`src/rtl/delay_alloc_unit.sv`:
```
// rtl/delay_alloc_unit.sv - per-pipeline delay-line region allocator with zero-fill and slot commit
module delay_alloc_unit #(
   parameter int mem_addr_width = 16,
   parameter int n_slots        = 16,
   parameter int req_width      = 32
) (
   input  logic                         clk,
   input  logic                         reset_n,
   input  logic [1:0]                   alloc_delay,
   input  logic [req_width-1:0]         delay_size_in,
   input  logic [req_width-1:0]         init_delay_in,
   input  logic [1:0]                   pipeline_full_reset,
   output logic                         mem_clear_we,
   output logic [mem_addr_width-1:0]    mem_clear_addr,
   output logic [1:0]                   slot_write,
   output logic [$clog2(n_slots)-1:0]   slot_index,
   output logic [mem_addr_width-1:0]    slot_base,
   output logic [mem_addr_width-1:0]    slot_size,
   output logic [mem_addr_width-1:0]    slot_init,
   output logic                         alloc_busy,
   output logic [1:0]                   alloc_fail,
   output logic                         alloc_overrun
);

   localparam int idx_w = $clog2(n_slots);
   localparam int cnt_w = idx_w + 1;
   localparam int cmp_w = (req_width > mem_addr_width) ? req_width : mem_addr_width;
   localparam logic [mem_addr_width-1:0] half = {1'b1, {(mem_addr_width-1){1'b0}}};

   typedef enum logic [1:0] {IDLE, CHECK, CLEAR, COMMIT} state_t;

   state_t state_q, state_d;

   logic                      pend_valid;
   logic                      pend_p;
   logic [req_width-1:0]      pend_size;
   logic [req_width-1:0]      pend_init;

   logic                      cur_p;
   logic [req_width-1:0]      cur_size;
   logic [req_width-1:0]      cur_init;

   logic [mem_addr_width-1:0] ptr   [2];
   logic [cnt_w-1:0]          count [2];

   logic [mem_addr_width-1:0] clear_addr;
   logic [mem_addr_width-1:0] clear_left;

   logic [mem_addr_width-1:0] cur_ptr;
   logic [cnt_w-1:0]          cur_count;
   logic [mem_addr_width-1:0] avail;
   logic [mem_addr_width-1:0] base;
   logic                      abort;
   logic                      check_fail;
   logic                      pop;
   logic                      discard;
   logic                      pend_free;
   logic [1:0]                eff_req;
   logic                      commit_ok;
   logic                      last_clear;

   assign cur_ptr    = ptr[cur_p];
   assign cur_count  = count[cur_p];
   assign avail      = half - cur_ptr;
   assign base       = (cur_p ? half : '0) + cur_ptr;
   assign abort      = pipeline_full_reset[cur_p];

   // Range checks use the full request width so oversized upper bits cannot alias into range.
   assign check_fail = (cur_size == '0) ||
                       (cmp_w'(cur_size) > cmp_w'(avail)) ||
                       (cur_init >= cur_size) ||
                       (cur_count == cnt_w'(n_slots));

   assign pop        = (state_q == IDLE) && pend_valid && !pipeline_full_reset[pend_p];
   assign discard    = pend_valid && pipeline_full_reset[pend_p];
   assign pend_free  = !pend_valid || pop || discard;
   assign eff_req    = alloc_delay & ~pipeline_full_reset;
   assign commit_ok  = (state_q == COMMIT) && !abort;
   assign last_clear = (state_q == CLEAR) && (clear_left == mem_addr_width'(1)) && !abort;

   assign mem_clear_we   = (state_q == CLEAR);
   assign mem_clear_addr = clear_addr;
   assign slot_write     = commit_ok ? (cur_p ? 2'b10 : 2'b01) : 2'b00;
   assign alloc_busy     = (state_q != IDLE) || pend_valid;

   always_ff @(posedge clk or negedge reset_n) begin
      if (!reset_n) state_q <= IDLE;
      else          state_q <= state_d;
   end

   always_comb begin
      state_d = state_q;
      case (state_q)
         IDLE:    if (pop) state_d = CHECK;
         CHECK:   state_d = (abort || check_fail) ? IDLE : CLEAR;
         CLEAR: begin
            if (abort)                                 state_d = IDLE;
            else if (clear_left == mem_addr_width'(1)) state_d = COMMIT;
         end
         COMMIT:  state_d = IDLE;
         default: state_d = IDLE;
      endcase
   end

   // Single-entry request holding register; a pop and a new capture may share a cycle.
   always_ff @(posedge clk or negedge reset_n) begin
      if (!reset_n) begin
         pend_valid    <= 1'b0;
         pend_p        <= 1'b0;
         pend_size     <= '0;
         pend_init     <= '0;
         alloc_overrun <= 1'b0;
      end else begin
         if (eff_req != 2'b00) begin
            if (pend_free) begin
               pend_valid <= 1'b1;
               pend_p     <= ~eff_req[0];
               pend_size  <= delay_size_in;
               pend_init  <= init_delay_in;
            end else begin
               alloc_overrun <= 1'b1;
            end
            if (eff_req == 2'b11) alloc_overrun <= 1'b1;
         end else if (pop || discard) begin
            pend_valid <= 1'b0;
         end
      end
   end

   always_ff @(posedge clk or negedge reset_n) begin
      if (!reset_n) begin
         cur_p      <= 1'b0;
         cur_size   <= '0;
         cur_init   <= '0;
         clear_addr <= '0;
         clear_left <= '0;
      end else begin
         if (pop) begin
            cur_p    <= pend_p;
            cur_size <= pend_size;
            cur_init <= pend_init;
         end
         if (state_q == CHECK) begin
            clear_addr <= base;
            clear_left <= cur_size[mem_addr_width-1:0];
         end else if (state_q == CLEAR) begin
            clear_addr <= clear_addr + mem_addr_width'(1);
            clear_left <= clear_left - mem_addr_width'(1);
         end
      end
   end

   always_ff @(posedge clk or negedge reset_n) begin
      if (!reset_n) begin
         slot_index <= '0;
         slot_base  <= '0;
         slot_size  <= '0;
         slot_init  <= '0;
      end else if (last_clear) begin
         slot_index <= cur_count[idx_w-1:0];
         slot_base  <= base;
         slot_size  <= cur_size[mem_addr_width-1:0];
         slot_init  <= cur_init[mem_addr_width-1:0];
      end
   end

   // A full reset takes priority over a commit or failure on the same pipeline.
   always_ff @(posedge clk or negedge reset_n) begin
      if (!reset_n) begin
         for (int p = 0; p < 2; p++) begin
            ptr[p]        <= '0;
            count[p]      <= '0;
            alloc_fail[p] <= 1'b0;
         end
      end else begin
         for (int p = 0; p < 2; p++) begin
            if (pipeline_full_reset[p]) begin
               ptr[p]        <= '0;
               count[p]      <= '0;
               alloc_fail[p] <= 1'b0;
            end else begin
               if (commit_ok && (cur_p == 1'(p))) begin
                  ptr[p]   <= ptr[p] + cur_size[mem_addr_width-1:0];
                  count[p] <= count[p] + cnt_w'(1);
               end
               if ((state_q == CHECK) && (cur_p == 1'(p)) && check_fail)
                  alloc_fail[p] <= 1'b1;
            end
         end
      end
   end

endmodule

```
`config.mk`:
```
export PLATFORM = sky130hd
export DESIGN_NAME = delay_alloc_unit
export DESIGN_NICKNAME = d
export VERILOG_FILES = /design/src/rtl/delay_alloc_unit.sv
export SDC_FILE = /design/constraint.sdc
export NUM_CORES = 1
export LEC_CHECK = 0
export BUFFER_PORTS_ARGS = -buffer_cell sky130_fd_sc_hd__buf_4
export CORE_ASPECT_RATIO = 0.5
export CORE_MARGIN = 1.5
export CORE_UTILIZATION = 25
export DETAILED_ROUTE_END_ITERATION = 8
export SYNTH_ARGS = -nofsm -noshare
export SYNTH_HDL_FRONTEND = slang
export SYNTH_SLANG_ARGS = --single-unit
```
`constraint.sdc`:
```
create_clock -name clk -period 4.57 [get_ports clk]
set_input_delay 0.2285 -clock clk [delete_from_list [all_inputs] [get_ports clk]]
set_output_delay 0.2285 -clock clk [all_outputs]
set_load 0.01 [all_outputs]
```
**Word level (Yosys, flattened, before mapping)**

Cells that the tools add are included.

- Register bits: 262

- Add/sub/neg operators: 8
- $lt $le $gt $ge: 5
- Equal/unequal tests: 10
- Mux-type cells: 39
- Bitwise logic cells: 5
- Reductions and logical operators: 37

Operator list:

| operator | count |
|---|---|
| $mux 16 | 12 |
| $add 16x16->16 | 3 |
| $mux 5 | 7 |
| $ge 32x32->1 | 1 |
| $gt 32x16->1 | 1 |
| $logic_not 32->1 | 1 |
| $add 16x1->16 const B | 1 |
| $eq 16x1->1 const B | 1 |
| $reduce_bool 2->1 | 8 |
| $sub 16x1->16 const B | 1 |
| $sub 16x16->16 const A | 1 |
| $mux 1 | 13 |
| $logic_and 1x1->1 | 12 |
| $mux 2 | 6 |
| $add 5x1->5 const B | 2 |
| $logic_or 1x1->1 | 8 |
| $pmux 2 s4 | 1 |
| $reduce_and 2->1 | 4 |
| $eq 2x2->1 const B | 3 |
| $eq 5x5->1 const B | 1 |
| $lt 1x2->1 const B | 2 |
| $ne 2x2->1 const B | 2 |
| $logic_not 1->1 | 3 |
| $ne 3x1->1 const B | 1 |
| other kinds (8) | 9 |

**Longest topological paths before layout**

Gate-level depths: netlist of the first run.

- Depth in word-level cells: 12
- Gate-level depth with buffers: 17
- Depth with buffers taken out: 16

**Least setup slack after synthesis of the first run**

No wires, ideal clock.

- Path kind: register -> register
- From: reg cur_p
- To: reg state_q[1]
- Arrival: 3.155 ns
- Data required time: 4.487 ns
- Setup slack: 1.333 ns
- Stages on the path, launching flop included: 17
- Path buffers: 1
- Cells stage by stage: dfrtp_1 buf_2 mux2i_1 and2_1 and4_1 nor2b_1 and4_1 nand3_1 xnor2_1 ha_1 a21o_1 a21o_1 a21oi_1 o211ai_1 a21oi_1 nand4_1 o21ai_0

- Word-level cells in the longest chain between the ends: 12
- Elaborated cells on any way between the ends: 21
- Those cells by class: 1 x add/sub; 1 x order compare; 2 x eq/ne; 11 x mux; 1 x bitwise; 5 x reduce/logical

Ends and longest elaborated chain:

| item | RTL line | source |
|---|---|---|
| start: declaration | 39 | `logic cur_p;` |
| start signal: assignment | 139 | `cur_p <= pend_p;` |
| $not 1->2 (implied by the code) | 62, 63 |  |
| $mux 16 (implied by the code) (3 in series) | 62 | `assign cur_ptr = ptr[cur_p];` |
| $sub 16x16->16 | 64 | `assign avail = half - cur_ptr;` |
| $gt 32x16->1 | 70 | `(cmp_w'(cur_size) > cmp_w'(avail)) \|\|` |
| $logic_or 1x1->1 | 69 | `assign check_fail = (cur_size == '0) \|\|` |
| $logic_or 1x1->1 | 70 |  |
| $logic_or 1x1->1 | 71 | `(cur_init >= cur_size) \|\|` |
| $logic_or 1x1->1 | 95 | `CHECK: state_d = (abort \|\| check_fail) ? IDLE : CLEAR;` |
| $mux 2 | 95 |  |
| $pmux 2 s4 | 93 | `case (state_q)` |
| end signal: assignment | 88 | `else state_q <= state_d;` |
| end: declaration | 32 | `state_t state_q, state_d;` |

Several ways; a longest one is shown, not always the timed one. The select of a mux whose other input is x is not followed.
A chain may end at the register's enable or synchronous reset.

**Worst setup path in the final report of the first run**

Ends and elaborated chain as after synthesis.

==> summary.md, run 1 <==
| Metric | Value |
|---|---|
| RSZ-0062 raised after global routing | `no` |
| Fraction of power consumed by combinational cells | `34.4%` |
| CTS tree | `yes` |
| Sequential fraction of design power | `39.8%` |
| Met3 track demand over resource in global routing | `1.693%` |
| Total CTS buffers | `29` |
| Most common cell after layout, fill and taps aside | `sky130_fd_sc_hd__dfrtp_1` |
| Count of flip-flops with a built-in enable after synthesis | `0` |
| Min-delay src | `alloc_delay[0]` |
| Number of I/O port buffers | `144` |
| Cell area after placement | `0.01555 mm^2` |
| Worst Setup SP | `cur_p$_DFFE_PN0P_` |
| Router iterations before antenna repair | `5` |
| Synthesized area per cell | `10.57 um^2` |
| Yosys warns | `0` |
| Detailed-route wire length per cell | `16.83 um` |
| Clock slew seen by the registers of the worst setup and hold paths | `60 ps` |
| First-pass GRT wire length | `58,340 um` |
| Internal cell power | `5.974 mW` |
| Chain of cells forming the critical path | `buf_4, mux2i_1, nand2_1, nor2_1, and3_1, and3_1, nand2_1, xor2_1, ha_1, a21o_1, a21o_1, a21oi_1, o211ai_1, a21oi_1, nand4_1, o21ai_0` |
| # setup viols final | `0` |
| Cell class contributing the biggest share of worst-path delay | `compound AO/OA/AOI/OAI gates` |
| Number of standard cells after synthesis | `1,295` |
| Detail Placement HPWL | `25,820 um` |
| Core Region | `0.05390 mm^2` |
| Area share of the largest cell type after synthesis | `47.92%` |
| Worst Setup Start Kind | `flip-flop` |
| Leakage | `7.973 nW` |
| Clock root buffer master | `sky130_fd_sc_hd__clkbuf_16` |
| Worst path arrival time | `4370 ps` |
| Clock buffer depth | `3` |
| Setup bufs post-CTS | `0` |
| Sw frac | `36.12%` |
| Via count of the routed design | `10,479` |
| Overall power consumption | `9.351 mW` |
| Top area cells in the synthesized netlist | `sky130_fd_sc_hd__dfrtp_1 (48%), sky130_fd_sc_hd__mux2_2 (11%), sky130_fd_sc_hd__ha_1 (8.1%), sky130_fd_sc_hd__nand2_1 (4.4%), sky130_fd_sc_hd__a21oi_1 (3.1%)` |
| Boundary Pins | `145` |
| Number of max-cap violations | `0` |
| Overall global routing resource usage | `13.02%` |
| Starting utilization of the core area | `25.39%` |
| Async set-or-reset flop fraction in the synthesized netlist | `100.0%` |
| Nets@finish | `1,653` |
| Clock sink count | `262` |
| Global route hottest layer | `met2` |
| Run status | `finished clean` |
| Iter 0 DRT Violations | `699` |
| Worst r2r src | `cur_p$_DFFE_PN0P_` |
| Req. time, crit path | `5040 ps` |
| Largest net degree at the start of global routing | `145` |
| Die boundary width | `333.9 um` |
| Portion of total power attributed to the clock network | `25.8%` |
| Total length of routed wires | `37,490 um` |
| Hold Path Class | `primary input to flip-flop` |
| Number of nets with antenna violations after routing | `0` |
| Synthesized netlist net count | `1,456` |
| Setup Crit Path Kind | `flip-flop to flip-flop` |
| Fraction of the yosys area taken by sequential cells | `47.92%` |
| Die Ht | `168.4 um` |
| Final Critical Period | `3895 ps` |
| Worst vdd ir | `0.0002859 V` |
| Portion of netlist area occupied by mux cells | `13.18%` |
| Maximum clock frequency | `256.7 MHz` |
| Synthesized flop and latch total | `262` |
| Post-Route Setup TNS | `0 ps` |
| Routing usage on met1 | `17.27%` |
| Top flip-flop cell by instance count after synthesis | `sky130_fd_sc_hd__dfrtp_1` |
| Vias in the first global route | `10,135` |
| Share of synthesized cell area in and, or, nand and nor gates | `12.10%` |
| Slowest cell delay on critical path | `570 ps` |
| Combinational family with the most area after synthesis | `multiplexers` |
| Xor and xnor fraction of the mapped netlist area | `2.816%` |
| Buffers and inverters on the worst path | `1` |
| Area fraction in compound gates after synthesis | `12.15%` |
| Row count | `60` |
| Overflow left after global routing | `0` |
| Top library cells by usage in the layout, fill and taps aside | `sky130_fd_sc_hd__dfrtp_1 (262), sky130_fd_sc_hd__nand2_1 (162), sky130_fd_sc_hd__buf_4 (154)` |
| Gpl congestion | `0.8656` |
| Largest clock skew in the final design | `7.972 ps` |
| Fraction of layout instances using a drive strength above 1 | `23.20%` |
| Cell area after layout | `0.01717 mm^2` |
| Library cell occupying the most area in the post-synthesis netlist | `sky130_fd_sc_hd__dfrtp_1` |
| Area of the mapped netlist | `0.01368 mm^2` |
| Remaining routing DRC violations | `0` |
| Clock Latency Late Sink | `550 ps` |
| Area growth, synth to finish | `25.49%` |
| Post-synthesis adder-cell area fraction | `8.431%` |
| Final core utilization | `31.86%` |
| Number of antenna violations at the first check in global routing | `1` |
| Count of final hold-check violations | `0` |
| Clock H-tree levels | `1` |
| Met2 Use GR | `22.37%` |
| Worst-margin pin slew | `988.6 ps` |
| Kind of capture point of the worst setup path | `flip-flop` |
| Max-slew headroom at the worst pin | `34.09%` |
| Post-synthesis cell type count | `63` |
| Final-layout worst hold slack | `43.56 ps` |
| Number of slew-limit violations in the final report | `0` |
| Via-per-instance ratio | `4.705` |
| Worst-path fanout max | `18` |
| Die area | `0.05623 mm^2` |
| P_sw | `3.377 mW` |
| Tcrit/Tclk final | `85.23%` |
| Critical Path Slowest Stage Cell | `sky130_fd_sc_hd__dfrtp_1` |
| Cell area power density | `544.6 mW/mm^2` |
## area by class of cell
class | instances | area (um^2)
diodes | 1 | 2.502
clock buffers | 41 | 810.8
clock inverters | 11 | 158.9
fillers | 5439 | 36730
inverters | 55 | 206.4
multi-input cells | 922 | 6683
flip-flops and latches | 262 | 6556
well taps | 713 | 892.1
repair buffers | 222 | 1862
## worst min-delay path, stage by stage
cell and delay, ps:
sky130_fd_sc_hd__buf_4 120, sky130_fd_sc_hd__inv_1 70, sky130_fd_sc_hd__o32a_1 150
## registers in the layout, summed over array words and instances (netlist names), 32 cells and up
name,cells
cur_size,32
cur_init,32
pend_size,32
ptr,32
pend_init,32
## repair_timing
item,4_1_cts,5_1_grt
hold buffers,65,0
resized for setup,0,0
hold endpoints to repair,117,0
setup endpoints to repair,0,0
## routing by layer
layer	wire (um)	vias to the layer above
li1	-	5026
met5	0	-
met2	18570	166
met3	1380	59
met4	863	0
met1	16670	5228
## worst paths after layout
kind,end,slack [ps],cells after the start
max,state_q[1]$_DFFE_PN0P_,680,16
min,pend_p$_DFFE_PN0P_,40,3
max reg2reg,state_q[1]$_DFFE_PN0P_,680,16
min reg2reg,slot_init[13]$_DFFE_PN0P_,470,2
max in group asynchronous,slot_init[2]$_DFFE_PN0P_,3100,3
min in group asynchronous,ptr[30]$_DFFE_PN0P_,200,2
## power by group through the flow
stage                     Combinational [mW]  Sequential (mW)  Clock, mW
after floorplan                         2.36             3.40          0
after detailed placement                3.17             3.76          0
after CTS                               3.23             3.72       2.48
after global placement                  3.10             3.75          0
final                                   3.22             3.73       2.41
after global routing                    3.60             3.81       2.56
## synthesized netlist by cell type (all sizes together), types with 5 or more instances
master  count
a211o       7
a211oi     10
a21o       29
a21oi      84
a311oi      8
a31oi      12
a41oi       5
and3       12
and4        7
buf        22
clkbuf     34
dfrtp     262
ha         89
inv        55
mux2      136
mux2i      26
nand2     162
nand2b      6
nand3      29
nand4      14
nor2       64
nor2b       9
nor3       15
nor4       10
o21a        5
o21ai      66
o22ai      15
or2         5
or3        10
xnor2      25
xor2       19
## cells by family (layout without fill, tap and decap cells)
| logic type | after synthesis | after routing |
|---|---|---|
| XOR/XNOR | 44 | 44 |
| multiplexers | 162 | 162 |
| adder cells (fa/ha/maj) | 91 | 91 |
| AND/OR/NAND/NOR | 357 | 357 |
| other | 0 | 1 |
| AO/OA/AOI/OAI | 268 | 268 |
| buffers and inverters | 111 | 329 |
| flip-flops | 262 | 262 |
## metrics by stage
stage,std cells,setup WS [ps]
after global placement,2109,829.3
after CTS,2226,680.6
after floorplan,1295,1333
after global routing,2227,359.3
final,2227,675.1
after detailed placement,2109,723.0
Note: power is estimated with default switching activity, not from simulation.
==> inputs of run 2 (changes only) <==
- CORE_MARGIN: 1.5 -> not set
- CTS_BUF_LIST: not set -> sky130_fd_sc_hd__clkbuf_4
- clock period: 4.57 -> 5 ns (I/O delays scaled with it)
==> summary.md, run 2 (synthesis gave the netlist of run 1 again) <==
| Metric | Value |
|---|---|
| CTS tree | `yes (unchanged)` |
| First-pass GRT wire length | `59,990 um (was 58,340 um)` |
| Via count of the routed design | `10,785 (was 10,479)` |
| Worst r2r src | `cur_p$_DFFE_PN0P_ (unchanged)` |
| Number of I/O port buffers | `144 (unchanged)` |
| Leakage | `8.044 nW (was 7.973 nW)` |
| Hold Path Class | `primary input to async pin (was primary input to flip-flop)` |
| Largest clock skew in the final design | `50.18 ps (was 7.972 ps)` |
| Critical Path Slowest Stage Cell | `sky130_fd_sc_hd__dfrtp_1 (unchanged)` |
| Boundary Pins | `145 (unchanged)` |
| Buffers and inverters on the worst path | `1 (unchanged)` |
| Final Critical Period | `3770 ps (was 3895 ps)` |
| Nets@finish | `1,698 (was 1,653)` |
| Register-to-register path setup slack | `1230 ps (was 680 ps)` |
| Setup Crit Path Kind | `flip-flop to flip-flop (unchanged)` |
| Max-slew headroom at the worst pin | `28.29% (was 34.09%)` |
| Clock buffer depth | `3 (unchanged)` |
| Clock slew seen by the registers of the worst setup and hold paths | `60 ps (about the same)` |
| Worst vdd ir | `0.0001826 V (was 0.0002859 V)` |
| RSZ-0062 raised after global routing | `no (unchanged)` |
| Overall global routing resource usage | `13.56% (was 13.02%)` |
| Logic depth of the worst setup path including buffers | `16 (unchanged)` |
| Cell area power density | `482.7 mW/mm^2 (was 544.6 mW/mm^2)` |
| Clock Latency Late Sink | `700 ps (was 550 ps)` |
| Largest net degree at the start of global routing | `135 (was 145)` |
| Number of max-cap violations | `0 (unchanged)` |
| Die Ht | `167.4 um (was 168.4 um)` |
| Die area | `0.05573 mm^2 (was 0.05623 mm^2)` |
| Clock sink count | `262 (unchanged)` |
| Clock root buffer master | `sky130_fd_sc_hd__clkbuf_4 (was sky130_fd_sc_hd__clkbuf_16)` |
| Tcrit/Tclk final | `75.41% (was 85.23%)` |
| Top library cells by usage in the layout, fill and taps aside | `sky130_fd_sc_hd__dfrtp_1 (262), sky130_fd_sc_hd__nand2_1 (162), sky130_fd_sc_hd__buf_4 (151) (was sky130_fd_sc_hd__dfrtp_1 (262), sky130_fd_sc_hd__nand2_1 (162), sky130_fd_sc_hd__buf_4 (154))` |
| Via-per-instance ratio | `4.681 (was 4.705)` |
| Logic depth of the worst register-to-register path | `16 (unchanged)` |
| Maximum clock frequency | `265.2 MHz (was 256.7 MHz)` |
| Req. time, crit path | `5610 ps (was 5040 ps)` |
| Gpl congestion | `0.8675 (was 0.8656)` |
| Area growth, synth to finish | `25.13% (was 25.49%)` |
| Vias in the first global route | `10,866 (was 10,135)` |
| Row count | `60 (unchanged)` |
| Router iterations before antenna repair | `5 (unchanged)` |
| Post-Route Setup TNS | `0 ps (unchanged)` |
| Run status | `finished clean (unchanged)` |
| Worst path arrival time | `4380 ps (was 4370 ps)` |
| Number of nets with antenna violations after routing | `0 (unchanged)` |
| Kind of capture point of the worst setup path | `flip-flop (unchanged)` |
| Count of final hold-check violations | `0 (unchanged)` |
| Total length of routed wires | `37,990 um (was 37,490 um)` |
| Total CTS buffers | `73 (was 29)` |
| Cell class contributing the biggest share of worst-path delay | `compound AO/OA/AOI/OAI gates (unchanged)` |
| Worst Setup Start Kind | `flip-flop (unchanged)` |
| Remaining routing DRC violations | `0 (unchanged)` |
| Clock H-tree levels | `3 (was 1)` |
| Chain of cells forming the critical path | `buf_4, mux2i_1, nand2_1, nor2_1, and3_1, and3_1, nand2_1, xor2_1, ha_1, a21o_1, a21o_1, a21oi_1, o211ai_1, a21oi_1, nand4_1, o21ai_0 (unchanged)` |
| Detailed-route wire length per cell | `16.49 um (was 16.83 um)` |
| Number of antenna violations at the first check in global routing | `3 (was 1)` |
| Number of slew-limit violations in the final report | `0 (unchanged)` |
| Detail Placement HPWL | `25,750 um (was 25,820 um)` |
| Die boundary width | `332.9 um (was 333.9 um)` |
| # setup viols final | `0 (unchanged)` |
| Worst-margin pin slew | `1076 ps (was 988.6 ps)` |
| Fraction of layout instances using a drive strength above 1 | `26.51% (was 23.20%)` |
| Iter 0 DRT Violations | `774 (was 699)` |
| Overflow left after global routing | `0 (unchanged)` |
| Worst-path fanout max | `30 (was 18)` |
| Terminus of the critical flop-to-flop path | `state_q[1]$_DFFE_PN0P_ (unchanged)` |
| Starting utilization of the core area | `25.39% (unchanged)` |
| Core Region | `0.05390 mm^2 (unchanged)` |
| Final core utilization | `31.76% (was 31.86%)` |
| Slowest cell delay on critical path | `500 ps (was 570 ps)` |
| Most common cell after layout, fill and taps aside | `sky130_fd_sc_hd__dfrtp_1 (unchanged)` |
==> run 2: cell count changes in the layout (fill, tap and decap cells not counted), sizes merged <==
cell	change
clkbuf	+70
bufinv	-4
clkinv	+4
dlygate4sd3	+4
buf	-3
clkinvlp	+2
diode	+2
inv	+2
==> run 2: routing by layer <==
metal / vias to the layer above / share of wire, % / track usage, %
met1: 5292 / 43 / 17.01
met3: 83 / 4.2 / 2.085
met4: 0 / 2.9 / 5.770
met5: - / 0 / 0
met2: 237 / 50 / 23.23
li1: 5173 / - / -
==> run 2: timing repair <==
action	CTS	global route
gates resized for setup	0	0
endpoints found under the setup margin	0	0
hold buffers	69	0
setup buffers	0	0
hold endpoints to repair	169	0
==> run 2: final cells by class <==
type / count / area (um^2)
fill: 5482 / 36780
multi-input combinational: 922 / 6680
clock inverter: 15 / 66.31
antenna: 3 / 7.507
clock buffer: 111 / 833.3
tap: 713 / 892.1
timing repair buffer: 223 / 1879
sequential: 262 / 6556
inverter: 55 / 206.4
==> run 2: how the worst max path moves through the flow <==
stage | start | end | slack [ps]
final | cur_p$_DFFE_PN0P_ | state_q[1]$_DFFE_PN0P_ | 1230
after global routing | cur_p$_DFFE_PN0P_ | state_q[1]$_DFFE_PN0P_ | 830
after CTS | cur_p$_DFFE_PN0P_ | state_q[1]$_DFFE_PN0P_ | 1200
after detailed placement | cur_p$_DFFE_PN0P_ | state_q[1]$_DFFE_PN0P_ | 1240
after global placement | cur_p$_DFFE_PN0P_ | state_q[1]$_DFFE_PN0P_ | 1320
after floorplan | cur_p$_DFFE_PN0P_ | state_q[1]$_DFFE_PN0P_ | 1760
==> run 2: stage by stage <==
stage	setup slack, ps	total power [mW]	instances	hold WS (ps)	instance area [um^2]
floorplan	1763	5.272	1295	-45.59	13680
global placement	1316	6.254	2106	218.5	15520
detailed placement	1238	6.318	2106	219.3	15520
CTS	1204	8.334	2301	50.15	17110
global route	832.7	8.862	2304	64.31	17120
finish	1230	8.265	2304	68.32	17120
==> run 2: power breakdown <==
group          switching, mW  leakage, nW  total [mW]  internal, mW
Clock                  0.919        0.544        1.93          1.01
Sequential             0.722         3.31        3.40          2.67
Combinational           1.49         4.19        2.94          1.45
Total                   3.13         8.04        8.26          5.13
